## config.mk

```make
export PLATFORM = sky130hd
export DESIGN_NAME = csa_serial_sub
export DESIGN_NICKNAME = d
export VERILOG_FILES = /design/src/rtl/csa_serial_sub.sv
export SDC_FILE = /design/constraint.sdc
export NUM_CORES = 1
export LEC_CHECK = 0
export CORE_MARGIN = 5
export CORE_UTILIZATION = 50
export CTS_CLUSTER_DIAMETER = 80
export DETAILED_ROUTE_END_ITERATION = 12
export PLACE_DENSITY = 0.86
export SLEW_MARGIN = 20
export SYNTH_ARGS = -nofsm -noshare
export SYNTH_HDL_FRONTEND = slang
export SYNTH_SLANG_ARGS = --single-unit
export TNS_END_PERCENT = 10
```

## constraint.sdc

```tcl
create_clock -name clk -period 3.36 [get_ports clk]
set_input_delay 0.504 -clock clk [delete_from_list [all_inputs] [get_ports clk]]
set_output_delay 0.504 -clock clk [all_outputs]
set_load 0.02 [all_outputs]
```

## src/rtl/csa_serial_sub.sv

```systemverilog
// Serial subtractor: diff = op_a - op_b computed one 3-bit carry-select slice per clock, LSB first.
// Optional signed-overflow output `ovf` is built only when SUB_OVF_EN is defined.
module csa_serial_sub #(
  parameter int unsigned WIDTH = 12
) (
  input  logic             clk,
  input  logic             rst,
  input  logic             in_valid,
  output logic             in_ready,
  input  logic [WIDTH-1:0] op_a,
  input  logic [WIDTH-1:0] op_b,
  output logic             out_valid,
  input  logic             out_ready,
  output logic [WIDTH-1:0] diff,
  output logic             borrow
`ifdef SUB_OVF_EN
  ,
  output logic             ovf
`endif
);

  localparam int unsigned SW = 3;
  localparam int unsigned N  = WIDTH / SW;
  localparam int unsigned CW = (N > 1) ? $clog2(N) : 1;

  localparam logic [CW-1:0]    LAST_CNT   = CW'(N - 1);
  localparam logic [WIDTH-1:0] SLICE_MASK = WIDTH'(7);

  localparam logic [1:0] S_IDLE = 2'd0;
  localparam logic [1:0] S_RUN  = 2'd1;
  localparam logic [1:0] S_DONE = 2'd2;

  logic [1:0]       state_q, state_d;
  logic [CW-1:0]    cnt_q, cnt_d;
  logic             carry_q, carry_d;
  logic [WIDTH-1:0] a_q, a_d;
  logic [WIDTH-1:0] nb_q, nb_d;
  logic [WIDTH-1:0] diff_q, diff_d;
  logic             borrow_q, borrow_d;
`ifdef SUB_OVF_EN
  logic             b_msb_q, b_msb_d;
  logic             ovf_q, ovf_d;
`endif

  logic [WIDTH-1:0] a_sh, nb_sh;
  logic [SW-1:0]    a_k, nb_k;
  logic [SW:0]      sum0, sum1, sel;

  // Both carry-in candidates are formed in parallel; the registered carry picks one.
  always_comb begin
    a_sh  = a_q >> (SW * cnt_q);
    nb_sh = nb_q >> (SW * cnt_q);
    a_k   = a_sh[SW-1:0];
    nb_k  = nb_sh[SW-1:0];
    sum0  = {1'b0, a_k} + {1'b0, nb_k};
    sum1  = sum0 + (SW+1)'(1);
    sel   = carry_q ? sum1 : sum0;
  end

  always_comb begin
    state_d  = state_q;
    cnt_d    = cnt_q;
    carry_d  = carry_q;
    a_d      = a_q;
    nb_d     = nb_q;
    diff_d   = diff_q;
    borrow_d = borrow_q;
`ifdef SUB_OVF_EN
    b_msb_d  = b_msb_q;
    ovf_d    = ovf_q;
`endif
    case (state_q)
      S_IDLE: begin
        if (in_valid) begin
          a_d     = op_a;
          nb_d    = ~op_b;
          diff_d  = '0;
          cnt_d   = '0;
          carry_d = 1'b1;
          state_d = S_RUN;
`ifdef SUB_OVF_EN
          b_msb_d = op_b[WIDTH-1];
`endif
        end
      end
      S_RUN: begin
        diff_d  = (diff_q & ~(SLICE_MASK << (SW * cnt_q)))
                | (WIDTH'(sel[SW-1:0]) << (SW * cnt_q));
        carry_d = sel[SW];
        cnt_d   = cnt_q + CW'(1);
        if (cnt_q == LAST_CNT) begin
          state_d  = S_DONE;
          borrow_d = ~sel[SW];
`ifdef SUB_OVF_EN
          ovf_d    = (a_q[WIDTH-1] != b_msb_q) && (diff_d[WIDTH-1] != a_q[WIDTH-1]);
`endif
        end
      end
      S_DONE: begin
        if (out_ready) state_d = S_IDLE;
      end
      default: state_d = S_IDLE;
    endcase
  end

  always_ff @(posedge clk or posedge rst) begin
    if (rst) begin
      state_q  <= S_IDLE;
      cnt_q    <= '0;
      carry_q  <= 1'b1;
      a_q      <= '0;
      nb_q     <= '0;
      diff_q   <= '0;
      borrow_q <= 1'b0;
`ifdef SUB_OVF_EN
      b_msb_q  <= 1'b0;
      ovf_q    <= 1'b0;
`endif
    end else begin
      state_q  <= state_d;
      cnt_q    <= cnt_d;
      carry_q  <= carry_d;
      a_q      <= a_d;
      nb_q     <= nb_d;
      diff_q   <= diff_d;
      borrow_q <= borrow_d;
`ifdef SUB_OVF_EN
      b_msb_q  <= b_msb_d;
      ovf_q    <= ovf_d;
`endif
    end
  end

  assign in_ready  = (state_q == S_IDLE);
  assign out_valid = (state_q == S_DONE);
  assign diff      = diff_q;
  assign borrow    = borrow_q;
`ifdef SUB_OVF_EN
  assign ovf       = ovf_q;
`endif

endmodule
```

==> metrics <==
hold wc startpoint borrow; leading area contributor after synthesis dfrtp_1; RSZ-0062 raised after global routing no; top cells by area, synth dfrtp_1, mux4_2, ha_1; cell area power density 1151 nW/µm²; reg2reg start cnt_q[0]; max_slew headroom 61.75%; hold buffers post-CTS 0; clock sink count 42; TritonCTS clock tree yes; DR WL/cell 14.39 µm; CP top delay family multiplexers; Post-CTS Resized 0; DRC 0; n_diodes 0; endpoints failing setup 0; initial antenna violation count 0; Worst Path Max Fanout 13; slowest cell delay on critical path 700 ps; fin crit period 2935 ps; met3 WL 233 µm; Cell Chain, Critical Path mux4_2, ha_1, inv_1, fa_1, inv_1, ha_1, mux2i_1, o22ai_1; vias in the first global route 1473; filler cell count 307; Post-Synthesis Net Count 210; DRT iter0 DRCs 118; final setup TNS 0 ps; gpl congestion 0.8519; grt ovf 0; Fmax 340.7 MHz; CP Class flop to flop; # IOs 43; Port Buffers 42; Clock Pin Slew Worst Setup and Hold Paths 80 ps; Power Total 0.002931 W; Top Metal Used met4; Peak supply drop 666.4 µV; Slew @ Worst Pin 573.2 ps; Initial Util 50.94%; sequential-to-total area share from yosys stat 52.40%; WP data required 3530 ps; worst path bufs/invs 2; met1 WL 1.570 mm; DRT antenna net count 0; DR vias/cell 5.140; Row Count 23; Placed Cells 258; final setup margin 425.2 ps; H-tree Lvls 2; Leakage 1.113 nW; most frequent cells in the layout clkdlybuf4s50_1, dfrtp_1, inv_1, a21oi_1; count of final max-slew check failures 0; post-synth top area share 51.09%; met2 WL post-DR 1.920 mm; status completed; Synth Instances 173; CTS max path bufs 2; max-cap viol count 0; startpoint types flop; total number of vias 1362; most common cell after layout, fill and taps aside clkdlybuf4s50_1; Final Non-Filler Cells 265; Critical Path AT 3100 ps; CP Capture Type flop; layout cells sized above 1 13.49%; Hold/Removal Path Class flop to flop; worst slack at placement 414.0 ps; Area Growth Syn to Fin 26.85%; All-Layer GR Usage 16.50%; Final nets 252; Syn Std Cell Area 2008 µm²; unique cell type count in the Yosys netlist 29; Die Span Y 73.38 µm; post-detail-place hpwl 2.868 mm; CTS root buf clkbuf_8; Crit-path slowest cell dfrtp_1; largest net degree at the start of global routing 37; first drt pass iteration count 4; Syn Area/Cell 11.61 µm²; first-pass GRT wire length 6.686 mm; Fin Clk Skew 10.78 ps; die footprint 5384 µm²; #FFs+latches synth 42; die span in x 73.38 µm; worst setup path startpoint cnt_q[0]; Syn. warnings 0; total setup buffers inserted after CTS 0; final hold vios 0; worst skew pair latency 300 ps; period utilization 87.35%; core footprint 3943 µm²; TritonCTS Buffers 5; wirelength, routed 3.813 mm
-- registers in the layout, summed over array words and instances, names as in the netlist --
signal and flops:
a_q 12, diff 12, nb_q 12, cnt_q 2, state_q 2, borrow 1
carry_q 1
-- cell families (layout without fill, tap and decap cells) --
kind of cell	Yosys count	in the layout	synth area share, %
flops	42	42	52.40
simple gates	33	33	7.165
compound gates	37	37	10.72
fa+ha+maj	9	9	5.982
mux	19	19	14.89
buf+inv	29	71	7.102
xor+xnor	4	4	1.745
-- power breakdown --
part           total (W)  internal [W]  leakage (nW)  switching, W
Sequential      0.000929      0.000743         0.504      0.000185
Clock           0.000402      0.000238        0.0573      0.000164
Combinational    0.00160      0.000775         0.552      0.000825
Total            0.00293       0.00176          1.11       0.00117
-- worst register-to-register path, stage by stage, from the launching register on --
cell and delay, ps:
dfrtp_1 700, mux4_2 580, ha_1 240, inv_1 70
fa_1 420, inv_1 90, ha_1 230, mux2i_1 330
o22ai_1 160
-- cells in the mapped netlist --
cell,number
a21o_1,2
mux2_2,7
nor2_2,1
fa_1,1
dfstp_2,1
a21oi_1,18
o31a_1,1
nand2b_1,2
o22ai_1,12
nor2_1,12
dfrtp_1,41
nor2b_1,1
o21bai_1,1
buf_6,4
nand3_1,2
mux4_2,6
mux2i_1,1
a22o_1,1
xnor2_1,3
clkbuf_1,1
buf_2,3
ha_1,8
inv_1,21
nor3_1,2
nand2_1,12
o21ai_0,2
xor2_1,1
mux2_4,5
and2_4,1
-- metrics by stage --
step                      hold WS (ps)  instance area, µm²  util (%)
after floorplan                  475.3                2008         -
after global placement           470.9                2435     61.76
after detailed placement         486.5                2435     61.76
after CTS                        504.9                2547     64.61
after global routing             526.8                2547     64.61
final                            494.8                2547     64.61
-- final timing paths --
path / end / slack (ps) / cells after the start
worst min-delay path: borrow / 490 / 2
max in group asynchronous: carry_q / 1990 / 3
min in group asynchronous: diff[9] / 560 / 2
worst min register to register: borrow / 490 / 2
worst max register to register: diff[4] / 430 / 8
worst max-delay path: diff[4] / 430 / 8
-- metal layers --
metal,vias up,track usage (%)
li1,673,-
met1,640,19.73
met2,39,28.00
met3,10,3.967
met4,0,7.646
met5,-,0
-- area by class of cell --
class	instances	area, µm²	area share [%]
clock buffer	6	82.58	3.242
clock inverter	1	30.03	1.179
tap	50	62.56	2.456
multi-input combinational	102	813.3	31.93
inverter	21	78.83	3.094
timing repair buffer	43	427.9	16.80
sequential	42	1052	41.31
Power figures use the tool's default switching activity.
